===== src/rtl/can_tx_mailbox_arbiter_if.sv =====
// rtl/can_tx_mailbox_arbiter_if.sv - arbiter <-> TCU frame offer/completion handshake
// master = mailbox arbiter, slave = transmit control unit.
interface can_tx_mailbox_arbiter_if;
  logic       tx_pkt_ready;
  logic [1:0] tx_sel;
  logic       tx_busy;
  logic       tx_done;
  logic       tx_arb_loss;
  logic       tx_error;

  modport master (
    output tx_pkt_ready,
    output tx_sel,
    input  tx_busy,
    input  tx_done,
    input  tx_arb_loss,
    input  tx_error
  );

  modport slave (
    input  tx_pkt_ready,
    input  tx_sel,
    output tx_busy,
    output tx_done,
    output tx_arb_loss,
    output tx_error
  );
endinterface


===== src/rtl/can_tx_mailbox_arbiter.sv =====
// rtl/can_tx_mailbox_arbiter.sv - CAN transmit mailbox scheduler (lowest-ID or oldest-first)
// Tracks pending requests, offers one mailbox to the TCU and resolves its outcome.
module can_tx_mailbox_arbiter #(
  parameter int NUM_MB = 3,
  parameter int ID_W   = 29
) (
  input  logic                   wb_clk_i,
  input  logic                   wb_rst_i,
  input  logic [NUM_MB-1:0]      mb_load,
  input  logic [NUM_MB-1:0]      mb_abort,
  input  logic [NUM_MB*ID_W-1:0] mb_id,
  input  logic                   prio_mode,
  input  logic                   nart,
  input  logic                   tx_enable,
  can_tx_mailbox_arbiter_if.master tcu,
  output logic [NUM_MB-1:0]      mb_pending,
  output logic [NUM_MB-1:0]      mb_rqcp,
  output logic [NUM_MB-1:0]      mb_txok,
  output logic [NUM_MB-1:0]      mb_alst
);

  localparam logic [1:0] IDLE   = 2'd0;
  localparam logic [1:0] SELECT = 2'd1;
  localparam logic [1:0] OFFER  = 2'd2;
  localparam logic [1:0] ACTIVE = 2'd3;

  logic [1:0]        state;
  logic [1:0]        sel;
  logic              abort_req;
  logic [NUM_MB-1:0] older [NUM_MB];

  logic [NUM_MB-1:0] sel_mask;
  logic [NUM_MB-1:0] act_mask;
  logic [NUM_MB-1:0] load_ok;
  logic [NUM_MB-1:0] abort_now;
  logic [NUM_MB-1:0] cand;
  logic              comp_done;
  logic              comp_err;
  logic              comp_loss;
  logic              comp_any;
  logic              kill;
  logic [1:0]        win;
  logic              win_valid;
  logic [ID_W-1:0]   best_id;
  logic              is_old;

  assign tcu.tx_sel       = sel;
  assign tcu.tx_pkt_ready = (state == OFFER);

  always_comb begin
    sel_mask = '0;
    for (int i = 0; i < NUM_MB; i++) sel_mask[i] = (sel == 2'(i));
  end

  // The offered/active mailbox is write-protected; an abort on it while active is deferred.
  assign act_mask  = sel_mask & {NUM_MB{state == ACTIVE}};
  assign load_ok   = mb_load & ~mb_abort & ~(sel_mask & {NUM_MB{(state == OFFER) || (state == ACTIVE)}});
  assign abort_now = mb_abort & mb_pending & ~act_mask;
  assign cand      = mb_pending & ~mb_abort;

  assign comp_done = (state == ACTIVE) && tcu.tx_done;
  assign comp_err  = (state == ACTIVE) && !tcu.tx_done && tcu.tx_error;
  assign comp_loss = (state == ACTIVE) && !tcu.tx_done && !tcu.tx_error && tcu.tx_arb_loss;
  assign comp_any  = comp_done || comp_err || comp_loss;
  assign kill      = nart || abort_req || ((mb_abort & act_mask) != '0);

  always_comb begin
    win       = '0;
    win_valid = 1'b0;
    best_id   = '0;
    is_old    = 1'b0;
    for (int i = 0; i < NUM_MB; i++) begin
      if (cand[i]) begin
        if (!prio_mode) begin
          if (!win_valid || (mb_id[i*ID_W +: ID_W] < best_id)) begin
            win       = 2'(i);
            win_valid = 1'b1;
            best_id   = mb_id[i*ID_W +: ID_W];
          end
        end else begin
          is_old = 1'b1;
          for (int j = 0; j < NUM_MB; j++)
            if ((j != i) && cand[j] && !older[i][j]) is_old = 1'b0;
          if (is_old && !win_valid) begin
            win       = 2'(i);
            win_valid = 1'b1;
          end
        end
      end
    end
  end

  always_ff @(posedge wb_clk_i) begin
    if (wb_rst_i) begin
      state      <= IDLE;
      sel        <= '0;
      abort_req  <= 1'b0;
      mb_pending <= '0;
      mb_rqcp    <= '0;
      mb_txok    <= '0;
      mb_alst    <= '0;
      for (int i = 0; i < NUM_MB; i++) older[i] <= '0;
    end else begin
      mb_rqcp <= '0;
      for (int i = 0; i < NUM_MB; i++) begin
        if (load_ok[i]) begin
          mb_pending[i] <= 1'b1;
          mb_txok[i]    <= 1'b0;
          mb_alst[i]    <= 1'b0;
        end
        if (abort_now[i]) begin
          mb_pending[i] <= 1'b0;
          mb_txok[i]    <= 1'b0;
          mb_rqcp[i]    <= 1'b1;
        end
        if (act_mask[i]) begin
          if (comp_done) begin
            mb_pending[i] <= 1'b0;
            mb_txok[i]    <= 1'b1;
            mb_rqcp[i]    <= 1'b1;
          end else if (comp_err || comp_loss) begin
            if (comp_loss) mb_alst[i] <= 1'b1;
            if (kill) begin
              mb_pending[i] <= 1'b0;
              mb_txok[i]    <= 1'b0;
              mb_rqcp[i]    <= 1'b1;
            end
          end
        end
      end

      // Age matrix: a loaded mailbox becomes younger than everything else; among
      // simultaneous loads the lower index counts as older.
      for (int i = 0; i < NUM_MB; i++) begin
        if (load_ok[i]) begin
          for (int j = 0; j < NUM_MB; j++) begin
            if (j != i) begin
              if (load_ok[j]) begin
                older[i][j] <= (i < j);
              end else begin
                older[i][j] <= 1'b0;
                older[j][i] <= 1'b1;
              end
            end
          end
        end
      end

      if (state == ACTIVE) begin
        if (comp_any) abort_req <= 1'b0;
        else if ((mb_abort & act_mask & mb_pending) != '0) abort_req <= 1'b1;
      end else begin
        abort_req <= 1'b0;
      end

      case (state)
        IDLE:   if (tx_enable && (mb_pending != '0)) state <= SELECT;
        SELECT: begin
          if (win_valid) begin
            sel   <= win;
            state <= OFFER;
          end else begin
            state <= IDLE;
          end
        end
        OFFER: begin
          if (!tx_enable || ((mb_abort & sel_mask) != '0)) state <= IDLE;
          else if (tcu.tx_busy) state <= ACTIVE;
        end
        default: if (comp_any) state <= IDLE;
      endcase
    end
  end

endmodule


===== src/flat_wrapper.sv =====
// flat-port wrapper written by rule: the top's interface ports become plain ports
module can_tx_mailbox_arbiter_flat 
#(
  parameter int NUM_MB = 3,
  parameter int ID_W   = 29
)
  (wb_clk_i, wb_rst_i, mb_load, mb_abort, mb_id, prio_mode, nart, tx_enable, mb_pending, mb_rqcp, mb_txok, mb_alst, tcu_tx_pkt_ready, tcu_tx_sel, tcu_tx_busy, tcu_tx_done, tcu_tx_arb_loss, tcu_tx_error);
  can_tx_mailbox_arbiter_if tcu_i ();
  input  logic wb_clk_i;
  input  logic wb_rst_i;
  input  logic [NUM_MB-1:0] mb_load;
  input  logic [NUM_MB-1:0] mb_abort;
  input  logic [NUM_MB*ID_W-1:0] mb_id;
  input  logic prio_mode;
  input  logic nart;
  input  logic tx_enable;
  output logic [NUM_MB-1:0] mb_pending;
  output logic [NUM_MB-1:0] mb_rqcp;
  output logic [NUM_MB-1:0] mb_txok;
  output logic [NUM_MB-1:0] mb_alst;
  output wire logic [$bits(tcu_i.tx_pkt_ready)-1:0] tcu_tx_pkt_ready;
  output wire logic [$bits(tcu_i.tx_sel)-1:0] tcu_tx_sel;
  input wire logic [$bits(tcu_i.tx_busy)-1:0] tcu_tx_busy;
  input wire logic [$bits(tcu_i.tx_done)-1:0] tcu_tx_done;
  input wire logic [$bits(tcu_i.tx_arb_loss)-1:0] tcu_tx_arb_loss;
  input wire logic [$bits(tcu_i.tx_error)-1:0] tcu_tx_error;
  assign tcu_tx_pkt_ready = tcu_i.tx_pkt_ready;
  assign tcu_tx_sel = tcu_i.tx_sel;
  assign tcu_i.tx_busy = tcu_tx_busy;
  assign tcu_i.tx_done = tcu_tx_done;
  assign tcu_i.tx_arb_loss = tcu_tx_arb_loss;
  assign tcu_i.tx_error = tcu_tx_error;
  can_tx_mailbox_arbiter #(.NUM_MB(NUM_MB), .ID_W(ID_W)) u_core (.wb_clk_i(wb_clk_i), .wb_rst_i(wb_rst_i), .mb_load(mb_load), .mb_abort(mb_abort), .mb_id(mb_id), .prio_mode(prio_mode), .nart(nart), .tx_enable(tx_enable), .tcu(tcu_i), .mb_pending(mb_pending), .mb_rqcp(mb_rqcp), .mb_txok(mb_txok), .mb_alst(mb_alst));
endmodule

===== config.mk =====
export PLATFORM = sky130hd
export DESIGN_NAME = can_tx_mailbox_arbiter_flat
export DESIGN_NICKNAME = d
export VERILOG_FILES = /design/src/rtl/can_tx_mailbox_arbiter_if.sv /design/src/rtl/can_tx_mailbox_arbiter.sv /design/src/flat_wrapper.sv
export SDC_FILE = /design/constraint.sdc
export NUM_CORES = 1
export LEC_CHECK = 0
export ABC_CLOCK_PERIOD_IN_PS = 4770
export BUFFER_PORTS_ARGS = -buffer_cell sky130_fd_sc_hd__buf_2
export CORE_MARGIN = 3
export CORE_UTILIZATION = 45
export CTS_BUF_LIST = sky130_fd_sc_hd__clkbuf_4
export DETAILED_ROUTE_END_ITERATION = 10
export PLACE_DENSITY = 0.78
export SYNTH_ARGS = -nofsm -noshare
export SYNTH_HDL_FRONTEND = slang
export SYNTH_SLANG_ARGS = --single-unit
export TNS_END_PERCENT = 30

===== constraint.sdc =====
create_clock -name wb_clk_i -period 4.77 [get_ports wb_clk_i]
set_clock_uncertainty 0.15 [all_clocks]
set_input_delay 0.2385 -clock wb_clk_i [delete_from_list [all_inputs] [get_ports wb_clk_i]]
set_output_delay 0.2385 -clock wb_clk_i [all_outputs]
set_load 0.05 [all_outputs]

# Word level (Yosys, flattened, before mapping)
# Memory sizes are Yosys's and may differ from the RTL's.
# Cells that the tools add are included.
[classes]
n_div = 0
shifts = 0
n_reduce_logical = 44
bitwise_logic = 32
n_addsub = 0
muxes = 170
magnitude_cmp = 2
eq_ne = 7
mul = 0
[op_table]
columns = ["cell", "n"]
rows = [
  ["1-bit 2-to-1 mux", 153],
  ["29-bit 2-to-1 mux", 5],
  ["29-bit < comparator", 2],
  ["3-bit bitwise AND", 10],
  ["2-bit 2-to-1 mux", 11],
  ["1-bit OR", 18],
  ["1-bit logical AND", 14],
  ["3-bit nonzero test", 4],
  ["1-bit zero test", 11],
  ["1-bit logical OR", 9],
  ["3-bit NOT", 3],
  ["2-bit equality test, second input constant", 3],
  ["2-bit one-hot mux with 3 select lines", 1],
  ["2-bit by 1-bit equality test with 1-bit output, second input constant", 2],
  ["2-bit zero test", 2],
  ["4-bit nonzero test", 1],
  ["3-bit by 1-bit inequality test with 1-bit output, second input constant", 1],
  ["3-bit AND reduction", 1],
  ["3-bit OR reduction", 1],
  ["2-bit by 1-bit inequality test with 1-bit output, second input constant", 1],
  ["2-bit AND reduction", 1],
  ["1-bit NOT", 1],
]
[word_totals]
romBits = 0
out_inout_bits = 15
input_bits = 102
ramBits = 9
n_memories = 1
regBits = 17
latch_bits = 0
[memory_table]
columns = ["memory", "depth", "width", "read_ports", "rd_ports_with_merged_regs", "wr", "line", "rtl"]
rows = [
  ["u_core.older", 3, 3, 3, 0, 3, "can_tx_mailbox_arbiter.sv:30", "logic [NUM_MB-1:0] older [NUM_MB];"],
]

# Depth between registers and ports, before layout
[logic_depth]
word_depth = 22
mapped_depth = 23
mapped_depth_nobuf = 18

# Least setup slack after synthesis
# No wires, ideal clock.
[synth_timing]
kind = "reg-to-reg"
from = "reg u_core.mb_pending[0]"
to = "reg u_core.sel[0] (netlist: u_core.tcu.tx_sel[0])"
synth_period_minus_slack_ns = 5.033
n_path_buf = 4
path_slack_ns = -0.263
arrival_ns = 4.792
stages_incl_launch_ff = 23
required_ns = 4.529
cell_sequence = "dfxtp_1 > nor3b_2 > clkbuf_1 > clkbuf_1 > nand2_1 > ha_1 > a21oi_1 > o21ai_1 > a2111oi_2 > a211oi_2 > or2_1 > buf_6 > buf_6 > o21ai_1 > o21ai_1 > ha_1 > nand2_1 > nor3_1 > and2_1 > o21ai_0 > o21ai_0 > a41oi_1 > a311oi_1"
[synth_between]
elab_chain_cells = 16
word_cells_on_any_way = 41
cone_classes = "order compare: 2; mux: 29; bitwise: 1; reduce/logical: 9"
[synth_lines]
columns = ["element", "line", "rtl"]
rows = [
  ["start: declaration", "can_tx_mailbox_arbiter.sv:16", "output logic [NUM_MB-1:0] mb_pending,"],
  ["start signal: assignment", "can_tx_mailbox_arbiter.sv:98", "mb_pending <= '0;"],
  ["start signal: indexed assignment", "can_tx_mailbox_arbiter.sv:107", "mb_pending[i] <= 1'b1;"],
  ["start signal: indexed assignment", "can_tx_mailbox_arbiter.sv:112", "mb_pending[i] <= 1'b0;"],
  ["3-bit bitwise AND (*)", "can_tx_mailbox_arbiter.sv:59", "assign cand = mb_pending & ~mb_abort;"],
  ["parallel branches: the longest is 15 deep, another holds 29-bit < comparator", "--", ""],
  ["end signal: assignment", "can_tx_mailbox_arbiter.sv:160", "sel <= win;"],
  ["end: declaration", "can_tx_mailbox_arbiter.sv:28", "logic [1:0] sel;"],
]
# Mark *: on every way between the ends. The select of a mux whose other input is x is not followed.
# A chain may end at the register's enable or synchronous reset.

# Worst setup path in the final report
[layout_timing]
from = "reg u_core.mb_pending[0]"
to = "reg u_core.sel[1] (netlist: u_core.tcu.tx_sel[1])"
# Same word-level chain as after synthesis.

==> results.cfg <==
[global_routing]
grt_pass1_wl_um = 14700
grt_use_total_pct = 23.2
grt_start_max_net_pins = 57
grt_pass1_vias = 3412
grt-ovfl-total = 0
antenna_found_initial = 0

[clock_tree]
numCtsBuffers = 3
clk_pin_slew_worst_paths_ns = 0.14
htreeDepth = 1
cts_root_buf = clkbuf_4
hold_buffers = 0
cts_sinks = 23
clock_latency_ns = 0.32
cts_tree = done
clockBufferDepth = 2

[critical_path]
ff2ff_setup_slack_ns = 0.23
end_kind = flop
worst-path-max-fanout = 28
critPathKind = reg -> reg
worst_setup_path_start_kind = flop
critPathRequiredTime_ns = 4.88
crit_arrival_ns = 4.65

[finish]
drive_gt1_share_pct = 28.9
antenna_cells = 0
area_delta_synth_final_pct = 26.1
seq_area_um2 = 462
nets = 671
nFillCells = 642
multi_input_area_um2 = 2440

[place]
preCtsSetupSlack_ns = -0.0423
portBuffers = 116
place.gp.congestion = 0.872
hpwl_um = 7370

[yosys]
syn_nets = 560
synthesis.area_um2 = 2980
yosysWarningCount = 0
ys.flop_type = dfxtp_1
ys_seq_elements = 23
async_flop_share_pct = 0
syn_avg_cell_area_um2 = 7.40
postSynthCellCount = 402
synth_seq_area_share_pct = 15.5
ys_types = 56
synth_top_area_share_pct = 23.5
synthTopCellsByArea = ha_1 24%, dfxtp_1 15%, nand2_1 7.6%, o21ai_0 6.9%, o21ai_1 5.2%
synth-edff-count = 0
synth.largest_area_cell = ha_1

[pwr]
swShare_pct = 37.5
switchingPower_uw = 201
p_int_uw = 335
seqPwrFrac_pct = 38.4
p_leak_nw = 1.60
pwr-share-comb_pct = 44.5
ir_drop_mv = 0.165
p_per_area_nw_per_um2 = 143
pwr-share-clk_pct = 17.0

[floorplan]
rows = 29
die_y_um = 87.3
ios = 117
dieWidth_um = 87.3
die_area_um2 = 7630
start_util_pct = 46.6
fp.coreArea_um2 = 6390

[sta]
finalHoldViolations = 0
setup_violations = 0
period_needed_ns = 4.54
slew_violations = 0
worst_pin_slew_ns = 0.616
relSlewSlack_pct = 58.8
max_freq_mhz = 220
period_share_pct = 95.1
hold_slack_ns = 0.0173
worst_slack_ns = 0.234

[status]
outcome = finished, final reports clean

[route]
drtIter0Drc = 128
route.vias.total = 3508
final_antenna_net_count = 0
drc = 0
routed_wl_um = 9480
drt_first_pass_iters = 4
vias_per_cell = 5.96
wire_per_inst_um = 16.1

[flow_run]
drv_cap = 0

[hold_path]
hp-class = in -> reg
routing by layer:
metal	vias to the layer above	track usage, %	wire (µm)	part of all wire [%]
met5	-	0	0	0
met4	0	4.74	44	0.46
met3	4	3.50	797	8.4
met2	158	40.3	4420	47
met1	1606	30.2	4220	45
li1	1740	-	-	-
registers in the layout, summed over array words and instances (netlist names):
register           cells
u_core.older           6
u_core.mb_alst         3
u_core.mb_pending      3
u_core.mb_rqcp         3
u_core.mb_txok         3
u_core.state           2
u_core.tcu.tx_sel      2
u_core.abort_req       1
cell usage after synthesis (all sizes together), types with 2 or more instances:
cell type / instances
and4: 3
nor3b: 4
a211oi: 3
o22ai: 2
ha: 56
and3: 2
buf: 9
nand3: 13
a311oi: 3
a21o: 7
o21ai: 72
a31oi: 4
a32oi: 2
or3: 2
nor2b: 9
o211a: 2
nand2b: 11
nor3: 8
nand3b: 2
nand4: 11
o31ai: 2
o21a: 4
o211ai: 2
dfxtp: 23
nand2: 60
a21oi: 25
inv: 6
nor2: 22
clkbuf: 10
a2111oi: 3
and2: 2
a221oi: 5
final cells by class:
cell class	instances	area share (%)
sequential	23	12.3
timing repair buffer	125	18.9
clock buffer	3	0.600
tap	77	2.57
inverter	6	0.600
multi-input combinational	354	64.9
clock inverter	1	0.133
logic make-up after synthesis:
| group | share of synthesized area [%] |
|---|---|
| compound gates | 29.9 |
| fa+ha+maj | 23.5 |
| buf+inv | 4.29 |
| flops | 15.5 |
| mux | 0.715 |
| simple gates | 26.1 |
repair_timing:
| action | CTS | global route |
|---|---|---|
| setup endpoints to repair | 0 | 2 |
| gates resized for setup | 0 | 12 |
| buffers inserted | 0 | 2 |
metrics by stage:
stage | area (µm²) | util [%] | instances | power (mW) | setup TNS [ns]
3_3_place_gp | 3620 | 56.7 | 581 | 0.426 | 0
2_1_floorplan | 2980 | - | 402 | 0.345 | 0
4_1_cts | 3650 | 57.1 | 585 | 0.522 | 0
3_5_place_dp | 3620 | 56.7 | 581 | 0.432 | -0.0706
6_report | 3750 | 58.8 | 589 | 0.536 | 0
5_1_grt | 3750 | 58.8 | 589 | 0.573 | -0.0137
power by group through the flow:
stage                     sequential (mW)  clock [mW]  combinational [mW]
final                               0.206      0.0914               0.239
after global routing                0.207      0.0996               0.267
after CTS                           0.206      0.0921               0.224
after detailed placement            0.210           0               0.222
after global placement              0.210           0               0.217
after floorplan                     0.217           0               0.128
cells in the final DEF (no fill, tap or decap), drive strengths merged, types with 5 or more instances in the layout:
master,n
ha,56
buf,123
nand2,60
dfxtp,23
nor2b,9
nor3,8
inv,6
nand4,11
a21oi,25
o21ai,72
nor2,22
a221oi,5
clkbuf,5
a21o,7
nand2b,11
nand3,13
worst paths after layout:
| check | from | endpoint | cells after the start |
|---|---|---|---|
| max | u_core.mb_pending[0] | u_core.tcu.tx_sel[1] | 20 |
| min | tcu_tx_busy | u_core.state[0] | 3 |
| max reg2reg | u_core.mb_pending[0] | u_core.tcu.tx_sel[1] | 20 |
| min reg2reg | u_core.older[0][7] | u_core.older[0][7] | 1 |
critical path, cell delays in order, from the launching register on:
cell and delay [ns]:
dfxtp_2 0.34, nor3b_4 0.23, buf_12 0.18, nand2_1 0.09, ha_1 0.35, nand4_2 0.15, nor4_2 0.33, nand2_1 0.16
a211oi_4 0.29, or2_4 0.20, buf_12 0.17, nand3_1 0.09, a21o_1 0.20, ha_1 0.26, and4_1 0.18, a31oi_1 0.21
o21ai_2 0.11, a211oi_2 0.23, o21ai_1 0.14, a31oi_1 0.23, o211a_1 0.18
(Power assumes the default switching activity.)
